$ cat src/rtl/bcd_serial_adder_if.sv
// rtl/bcd_serial_adder_if.sv - operand/result handshake bundle for the serial BCD adder
interface bcd_serial_adder_if #(
    parameter int DIGITS = 4
);
    logic                  in_valid;
    logic                  in_ready;
    logic [4*DIGITS-1:0]   A;
    logic [4*DIGITS-1:0]   B;
    logic                  Cin;
    logic                  Sub;
    logic                  out_valid;
    logic                  out_ready;
    logic [4*DIGITS-1:0]   S;
    logic                  Cout;
    logic                  Err;

    // Producer of operands and consumer of results
    modport master (
        output in_valid, A, B, Cin, Sub, out_ready,
        input  in_ready, out_valid, S, Cout, Err
    );

    // The adder itself
    modport slave (
        input  in_valid, A, B, Cin, Sub, out_ready,
        output in_ready, out_valid, S, Cout, Err
    );
endinterface

$ cat src/rtl/bcd_serial_adder.sv
// rtl/bcd_serial_adder.sv - digit-serial packed-BCD adder/subtractor with valid/ready handshake
module bcd_serial_adder #(
    parameter int DIGITS = 4
) (
    input  logic               clk,
    input  logic               rst_n,
    bcd_serial_adder_if.slave  bus
);
    localparam int W    = 4 * DIGITS;
    localparam int CW   = (DIGITS > 1) ? $clog2(DIGITS) : 1;
    localparam logic [CW-1:0] LAST = CW'(DIGITS - 1);

    typedef enum logic [1:0] {IDLE, RUN, DONE} state_t;

    state_t          state_q, state_d;
    logic [W-1:0]    a_q, a_d;
    logic [W-1:0]    b_q, b_d;
    logic [W-1:0]    res_q, res_d;
    logic            carry_q, carry_d;
    logic            bad_q, bad_d;
    logic [CW-1:0]   cnt_q, cnt_d;
    logic            in_ready_q, in_ready_d;
    logic            out_valid_q, out_valid_d;
    logic [W-1:0]    s_q, s_d;
    logic            cout_q, cout_d;
    logic            err_q, err_d;

    logic [W-1:0]    b_nines;
    logic            raw_bad;
    logic [4:0]      sum;
    logic [3:0]      digit;
    logic            carry_nx;
    logic [W-1:0]    res_shift;

    // Operand pre-processing: nines complement of B and invalid-nibble detection on raw inputs
    always_comb begin
        b_nines = '0;
        raw_bad = 1'b0;
        for (int k = 0; k < DIGITS; k++) begin
            b_nines[4*k +: 4] = 4'd9 - bus.B[4*k +: 4];
            if ((bus.A[4*k +: 4] > 4'd9) || (bus.B[4*k +: 4] > 4'd9)) begin
                raw_bad = 1'b1;
            end
        end
    end

    // Single digit-adder slice with decimal correction; new digit enters the result from the top
    always_comb begin
        sum      = {1'b0, a_q[3:0]} + {1'b0, b_q[3:0]} + {4'b0000, carry_q};
        digit    = sum[3:0];
        carry_nx = 1'b0;
        if (sum > 5'd9) begin
            digit    = 4'(sum - 5'd10);
            carry_nx = 1'b1;
        end
        res_shift = (res_q >> 4) | (W'(digit) << (4 * (DIGITS - 1)));
    end

    // Next-state and next-output logic for the IDLE/RUN/DONE sequencer
    always_comb begin
        state_d     = state_q;
        a_d         = a_q;
        b_d         = b_q;
        res_d       = res_q;
        carry_d     = carry_q;
        bad_d       = bad_q;
        cnt_d       = cnt_q;
        in_ready_d  = in_ready_q;
        out_valid_d = out_valid_q;
        s_d         = s_q;
        cout_d      = cout_q;
        err_d       = err_q;

        case (state_q)
            IDLE: begin
                in_ready_d  = 1'b1;
                out_valid_d = 1'b0;
                if (bus.in_valid && in_ready_q) begin
                    a_d        = bus.A;
                    b_d        = bus.Sub ? b_nines : bus.B;
                    carry_d    = bus.Cin ^ bus.Sub;
                    bad_d      = raw_bad;
                    res_d      = '0;
                    cnt_d      = '0;
                    in_ready_d = 1'b0;
                    state_d    = RUN;
                end
            end
            RUN: begin
                in_ready_d = 1'b0;
                a_d        = a_q >> 4;
                b_d        = b_q >> 4;
                res_d      = res_shift;
                carry_d    = carry_nx;
                cnt_d      = cnt_q + CW'(1);
                if (cnt_q == LAST) begin
                    state_d     = DONE;
                    out_valid_d = 1'b1;
                    s_d         = bad_q ? '0 : res_shift;
                    cout_d      = bad_q ? 1'b0 : carry_nx;
                    err_d       = bad_q;
                end
            end
            DONE: begin
                in_ready_d = 1'b0;
                if (bus.out_ready) begin
                    state_d     = IDLE;
                    out_valid_d = 1'b0;
                    in_ready_d  = 1'b1;
                end
            end
            default: begin
                state_d     = IDLE;
                in_ready_d  = 1'b0;
                out_valid_d = 1'b0;
            end
        endcase
    end

    // State and registered outputs; reset clears everything including in_ready
    always_ff @(posedge clk or negedge rst_n) begin
        if (!rst_n) begin
            state_q     <= IDLE;
            a_q         <= '0;
            b_q         <= '0;
            res_q       <= '0;
            carry_q     <= 1'b0;
            bad_q       <= 1'b0;
            cnt_q       <= '0;
            in_ready_q  <= 1'b0;
            out_valid_q <= 1'b0;
            s_q         <= '0;
            cout_q      <= 1'b0;
            err_q       <= 1'b0;
        end else begin
            state_q     <= state_d;
            a_q         <= a_d;
            b_q         <= b_d;
            res_q       <= res_d;
            carry_q     <= carry_d;
            bad_q       <= bad_d;
            cnt_q       <= cnt_d;
            in_ready_q  <= in_ready_d;
            out_valid_q <= out_valid_d;
            s_q         <= s_d;
            cout_q      <= cout_d;
            err_q       <= err_d;
        end
    end

    assign bus.in_ready  = in_ready_q;
    assign bus.out_valid = out_valid_q;
    assign bus.S         = s_q;
    assign bus.Cout      = cout_q;
    assign bus.Err       = err_q;
endmodule

$ cat src/flat_wrapper.sv
// flat-port wrapper written by rule: the top's interface ports become plain ports
module bcd_serial_adder_flat 
#(
    parameter int DIGITS = 4
)
  (clk, rst_n, bus_in_valid, bus_A, bus_B, bus_Cin, bus_Sub, bus_out_ready, bus_in_ready, bus_out_valid, bus_S, bus_Cout, bus_Err);
  bcd_serial_adder_if #(.DIGITS(DIGITS)) bus_i ();
  input  logic clk;
  input  logic rst_n;
  input wire logic [$bits(bus_i.in_valid)-1:0] bus_in_valid;
  input wire logic [$bits(bus_i.A)-1:0] bus_A;
  input wire logic [$bits(bus_i.B)-1:0] bus_B;
  input wire logic [$bits(bus_i.Cin)-1:0] bus_Cin;
  input wire logic [$bits(bus_i.Sub)-1:0] bus_Sub;
  input wire logic [$bits(bus_i.out_ready)-1:0] bus_out_ready;
  output wire logic [$bits(bus_i.in_ready)-1:0] bus_in_ready;
  output wire logic [$bits(bus_i.out_valid)-1:0] bus_out_valid;
  output wire logic [$bits(bus_i.S)-1:0] bus_S;
  output wire logic [$bits(bus_i.Cout)-1:0] bus_Cout;
  output wire logic [$bits(bus_i.Err)-1:0] bus_Err;
  assign bus_i.in_valid = bus_in_valid;
  assign bus_i.A = bus_A;
  assign bus_i.B = bus_B;
  assign bus_i.Cin = bus_Cin;
  assign bus_i.Sub = bus_Sub;
  assign bus_i.out_ready = bus_out_ready;
  assign bus_in_ready = bus_i.in_ready;
  assign bus_out_valid = bus_i.out_valid;
  assign bus_S = bus_i.S;
  assign bus_Cout = bus_i.Cout;
  assign bus_Err = bus_i.Err;
  bcd_serial_adder #(.DIGITS(DIGITS)) u_core (.clk(clk), .rst_n(rst_n), .bus(bus_i));
endmodule
$ cat config.mk
export PLATFORM = sky130hd
export DESIGN_NAME = bcd_serial_adder_flat
export DESIGN_NICKNAME = d
export VERILOG_FILES = /design/src/rtl/bcd_serial_adder_if.sv /design/src/rtl/bcd_serial_adder.sv /design/src/flat_wrapper.sv
export SDC_FILE = /design/constraint.sdc
export NUM_CORES = 1
export LEC_CHECK = 0
export ABC_AREA = 1
export BUFFER_PORTS_ARGS = -buffer_cell sky130_fd_sc_hd__clkbuf_2
export CORE_MARGIN = 5
export CORE_UTILIZATION = 56
export DETAILED_ROUTE_END_ITERATION = 12
export GPL_TIMING_DRIVEN = 1
export PLACE_DENSITY = 0.82
export SKIP_LAST_GASP = 1
export SLEW_MARGIN = 20
export SYNTH_ARGS = -nofsm -noshare
export SYNTH_HDL_FRONTEND = slang
export SYNTH_SLANG_ARGS = --single-unit
export TNS_END_PERCENT = 5
$ cat constraint.sdc
create_clock -name clk -period 3.2 [get_ports clk]
set_clock_uncertainty 0.2 [all_clocks]
set_input_delay 0 -clock clk [delete_from_list [all_inputs] [get_ports clk]]
set_output_delay 0 -clock clk [all_outputs]
set_load 0.005 [all_outputs]
# Word level (Yosys, flattened, before mapping)
# Cells that the tools add are included.
dict set report classes {
  add_sub_neg 8
  mux 29
  n_reduce_logical 12
  n_bitwise 2
  order_cmp 9
  eq_ne 6
  div 0
  mul 0
  shifts 0
}
# cell n
set op_table {}
lappend op_table {{$pmux W16 S2} 3}
lappend op_table {{$mux W16} 5}
lappend op_table {{$gt A4 B4 Y1 const B} 8}
lappend op_table {{$or A12 B16 Y16} 1}
lappend op_table {{$sub A4 B4 Y4 const A} 4}
lappend op_table {{$mux W1} 11}
lappend op_table {{$mux W2} 4}
lappend op_table {{$reduce_and A2 Y1} 4}
lappend op_table {{$pmux W1 S2} 3}
lappend op_table {{$pmux W2 S3} 1}
lappend op_table {{$add A4 B4 Y5} 1}
lappend op_table {{$add A5 B1 Y5} 1}
lappend op_table {{$gt A5 B4 Y1 const B} 1}
lappend op_table {{$eq A2 B2 Y1 const B} 2}
lappend op_table {{$logic_or A1 B1 Y1} 4}
lappend op_table {{$mux W4} 1}
lappend op_table {{$ne A2 B1 Y1 const B} 2}
lappend op_table {{$pmux W2 S2} 1}
lappend op_table {{$sub A4 B4 Y4 const B} 1}
lappend op_table {{$reduce_and A3 Y1} 1}
lappend op_table {{$add A2 B1 Y2 const B} 1}
lappend op_table {{$eq A2 B1 Y1 const B} 1}
lappend op_table {{$logic_not A2 Y1} 1}
lappend op_table {{$ne A2 B2 Y1 const B} 1}
lappend op_table {{3 further kinds} 3}
dict set report totals {
  latch_bits 0
  regBits 74
  inputBits 38
  mem_count 0
  ram_bits 0
  elab_cells 78
  mem_bits_ro 0
  out_inout_bits 20
}

# Longest topological paths before layout
dict set report depth {
  ltp_word 6
  ltp_mapped 14
  ltp_nobuf 14
}

# Worst setup path after synthesis
# No wires, ideal clock.
dict set report synth_path {
  path_kind {reg-to-reg}
  start {reg u_core.carry_q}
  end {reg u_core.res_q[13]}
  setup_slack_ps 698
  setup_ps 118
  required_time_ps 2882
  arrival_ps 2184
  path_buffers 0
  synth_period_minus_slack_ps 2502
  stages_incl_launch_ff 13
  path_cell_list {dfrtp_1 -> fa_1 -> fa_1 -> inv_1 -> ha_1 -> inv_1 -> nor2_1 -> a21oi_1 -> nand2_1 -> nand2_1 -> nand2_1 -> nand3_1 -> nand2_1}
}
dict set report synth_via {
  elab_chain_len 5
  word_cells_on_any_way 6
  cone_classes {2 x add/sub; 1 x order compare; 2 x mux; 1 x bitwise}
}
# item line
set synth_rtl {}
lappend synth_rtl {{start, declared} bcd_serial_adder.sv:19} ;# logic carry_q, carry_d;
lappend synth_rtl {{start signal, assigned} bcd_serial_adder.sv:140} ;# carry_q <= carry_d;
lappend synth_rtl {{$add A5 B1 Y5 *} bcd_serial_adder.sv:49} ;# sum = {1'b0, a_q[3:0]} + {1'b0, b_q[3:0]} + {4'b0000, carry_q};
lappend synth_rtl {{$sub A4 B4 Y4 or $gt A5 B4 Y1 (tied branches)} {bcd_serial_adder.sv:53, bcd_serial_adder.sv:52}}
lappend synth_rtl {{$mux W4 *} bcd_serial_adder.sv:52} ;# if (sum > 5'd9) begin
lappend synth_rtl {{$or A12 B16 Y16 *} bcd_serial_adder.sv:56} ;# res_shift = (res_q >> 4) | (W'(digit) << (4 * (DIGITS - 1)));
lappend synth_rtl {{$pmux W16 S2 *} bcd_serial_adder.sv:74} ;# case (state_q)
lappend synth_rtl {{end signal, assigned} bcd_serial_adder.sv:139} ;# res_q <= res_d;
lappend synth_rtl {{end, declared} bcd_serial_adder.sv:18} ;# logic [W-1:0] res_q, res_d;
# Mark *: on every way between the ends. The rest lies on a longest branch, timed or not.
# A chain may end at the register's enable or synchronous reset.

# Worst setup path after layout
dict set report layout_path {
  start {reg u_core.carry_q}
  end {reg u_core.s_q[14], in the netlist u_core.bus.S[14]}
}
dict set report layout_via {
  elab_chain_len 5
  word_cells_on_any_way 6
  cone_classes {2 x add/sub; 1 x order compare; 2 x mux; 1 x bitwise}
}
# item line
set layout_rtl {}
lappend layout_rtl {{$add A5 B1 Y5 *} bcd_serial_adder.sv:49}
lappend layout_rtl {{$sub A4 B4 Y4 or $gt A5 B4 Y1 (tied branches)} {bcd_serial_adder.sv:53, bcd_serial_adder.sv:52}}
lappend layout_rtl {{$mux W4 *} bcd_serial_adder.sv:52}
lappend layout_rtl {{$or A12 B16 Y16 *} bcd_serial_adder.sv:56}
lappend layout_rtl {{$mux W16 *} bcd_serial_adder.sv:99} ;# s_d = bad_q ? '0 : res_shift;
lappend layout_rtl {{end signal, assigned} bcd_serial_adder.sv:132} ;# s_q <= '0;
lappend layout_rtl {{end signal, assigned} bcd_serial_adder.sv:145} ;# s_q <= s_d;
lappend layout_rtl {{end, declared} bcd_serial_adder.sv:24} ;# logic [W-1:0] s_q, s_d;
# Marked as above.

==> results.toml <==
[power_and_ir_drop]
power_frac_comb_pct = 47.4
swShare_pct = 42.7
p_clk_share_pct = 18.4
switchingPower_uw = 1900
p_int_uw = 2550
ir_drop_uv = 513
power_density_nw_per_um2 = 1030
power.leakage_uw = 0.00214
p_seq_share_pct = 34.2

[floorplan]
boundaryPins = 58
fp-row-count = 28
initial_core_util_pct = 57.1
fp.dieH_um = 87.2
core_area_um2 = 5850
die_w_um = 87.2
die_area_um2 = 7610

[job]
maxCapViolCount = 0

[clocking]
cts_resized = 0
clk_pin_slew_ns = 0.08
clock-sinks = 70
clock_path_buffers = 2
clock-root-buffer = "clkbuf_8"
htree_levels = 3
numCtsBuffers = 9
postCtsSetupBuffers = 0
clock_latency_ns = 0.35
cts_tree = "built"
hold_buffers = 45

[global_route]
grt_pass1_vias = 3158
grt_overflow = 0
grt_max_degree = 36
track_usage_pct = 24.9
antenna_found_initial = 0
grt_first_pass_wirelength_um = 14600

[finish]
fin_nets = 523
finalCoreUtilization_pct = 74.1
area_growth_pct = 29.9
n_fill_cell = 415
num_antenna_cells = 0
drive_gt1_share_pct = 18.0

[route]
drc = 0
vias = 3005
wl_per_cell_um = 15.5
wl_um = 8590
vias_per_cell = 5.42
drtAntennaViolNets = 0
drtIter0Drc = 182
drtPass1Iterations = 4

[placement]
pre_cts_ws_ns = 0.451
place_hpwl_um = 5180
port_buffers = 57
gp_congestion = 0.875

[timing]
hold_slack_ns = -0.0000463
tns_ns = 0
rsz0062_at_grt = "false"
clock.fmax_mhz = 351
timing.final.crit_share_pct = 89.0
drv_slew = 0
setup_viol = 0
min_period_ns = 2.85
setup_slack_ns = 0.353
worstMarginPinSlew_ns = 0.707
hold_viol = 1
relSlewSlack_pct = 52.9

[logic_synthesis]
yosysTopAreaCell = "dfrtp_1"
synth_top_area_share_pct = 52.5
synth_cell_types = 31
syn_nets = 421
synth-edff-count = 0
syn_area_um2 = 3340
seq_area_frac_synth_pct = 52.5
ys_warn_count = 0
ys_seq_elements = 70
synthArstFlopShare_pct = 100
synth_area_per_cell_um2 = 8.98
syn_inst = 372
synth_area_leaders = "dfrtp_1 (52%), nand2_1 (9.6%), inv_1 (4.4%)"
ys.flop_type = "dfrtp_1"

[setup_path]
start_kind = "register"
required_ns = 3.24
crit_type = "reg2reg"
end_kind = "register"
slowest_stage = "fa_1"
path_max_fanout = 5
crit_chain = "fa_1, fa_1, nand2_1, nand2_1, ha_1, inv_1, nor2_1, a21oi_1, nand2_1, nand2_1, nand2_1, nand3_1, nand2_1"
arrival_ns = 2.89
worst_path_most_repeated_cell = "nand2_1"
slowest_delay_ns = 0.48

[outcome]
violations = "negative hold slack"
status = "finished with violations"

[hold_path]
hold_class = "in2reg"
## area by class of cell
type	instances	area (µm²)	area share, %
clock buffers	10	138	3.17
repair buffers	105	758	17.5
clock inverters	6	92.6	2.13
multi-input cells	245	1340	30.9
flip-flops and latches	70	1750	40.4
well taps	75	93.8	2.16
inverters	43	161	3.72
## stage by stage
step | cells | total power, µW | instance area [µm²]
6_report | 554 | 4450 | 4340
2_1_floorplan | 372 | 2990 | 3340
3_3_place_gp | 493 | 3360 | 3660
5_1_grt | 554 | 4830 | 4340
4_1_cts | 554 | 4390 | 4340
3_5_place_dp | 493 | 3470 | 3660
## flip-flops by register name (all words and copies together), names as in the netlist
register	flops
u_core.state_q	2
u_core.bus.Cout	1
u_core.bus.S	16
u_core.b_q	16
u_core.a_q	16
u_core.bus.Err	1
u_core.cnt_q	2
u_core.carry_q	1
u_core.bus.in_ready	1
u_core.bad_q	1
u_core.bus.out_valid	1
u_core.res_q	12
## power by group through the flow
stage,combinational [µW],clock [µW],sequential [µW]
after global routing,2400,870,1570
after floorplan,1510,0,1490
after detailed placement,1940,0,1520
after CTS,2060,822,1510
after global placement,1850,0,1510
final,2110,820,1520
## critical path, delay by kind of cell, from the launching register on
kind / cells / cell delay [ns]
compound gates: 1 / 0.16
fa+ha+maj: 3 / 1.12
buf+inv: 1 / 0.08
flops: 1 / 0.41
simple gates: 8 / 0.78
## routing by layer
layer | part of all wire (%) | routed length, µm | global-route usage [%]
met1 | 39 | 3310 | 29.1
met2 | 52 | 4510 | 43.3
met3 | 6.0 | 512 | 5.39
met4 | 3.0 | 259 | 12.0
met5 | 0 | 0 | 0
## synth_stat cells (all sizes together) (5+ instances only)
master	count
inv	43
nand3	16
a31oi	6
o211ai	6
o22ai	14
buf	10
ha	9
a21oi	8
o21ai	41
xor2	5
nor2	31
nand2	86
a211oi	5
dfrtp	70
## final timing paths
check	from	to	slack (ns)	cells after the start
worst min-delay path	bus_in_valid	u_core.a_q[14]	-0.00005	6
max in group asynchronous	rst_n	u_core.bus.Err	1.95	3
min in group asynchronous	rst_n	u_core.a_q[2]	0.04	2
worst min register to register	u_core.bus.S[9]	u_core.bus.S[9]	0.29	2
worst max register to register	u_core.carry_q	u_core.bus.S[14]	0.35	13
worst max-delay path	u_core.carry_q	u_core.bus.S[14]	0.35	13
## layout by cell type (no fill, tap or decap), drive strengths merged
cell type,Yosys,routed
ha,9,9
a31oi,6,6
clkinvlp,0,2
nand2,86,86
and3,1,1
bufinv,0,2
a211oi,5,5
o21ai,41,41
dlygate4sd3,0,45
or2,1,1
o211ai,6,6
dfrtp,70,70
nor2,31,31
xor2,5,5
buf,10,4
a221oi,1,1
o21a,2,2
clkinv,0,1
clkbuf,4,66
xnor2,3,3
nor3,2,2
a22o,3,3
o22ai,14,14
inv,43,44
nand3,16,16
a21oi,8,8
nand4,2,2
a32o,1,1
fa,2,2
## cell families (layout without fill, tap and decap cells)
logic type / after synthesis / after routing / synth area share, %
xor+xnor: 8 / 8 / 2.10
fa+ha+maj: 11 / 11 / 4.57
simple gates: 139 / 139 / 18.2
buf+inv: 57 / 164 / 7.34
flops: 70 / 70 / 52.5
compound gates: 87 / 87 / 15.4
(Power assumes the default switching activity.)
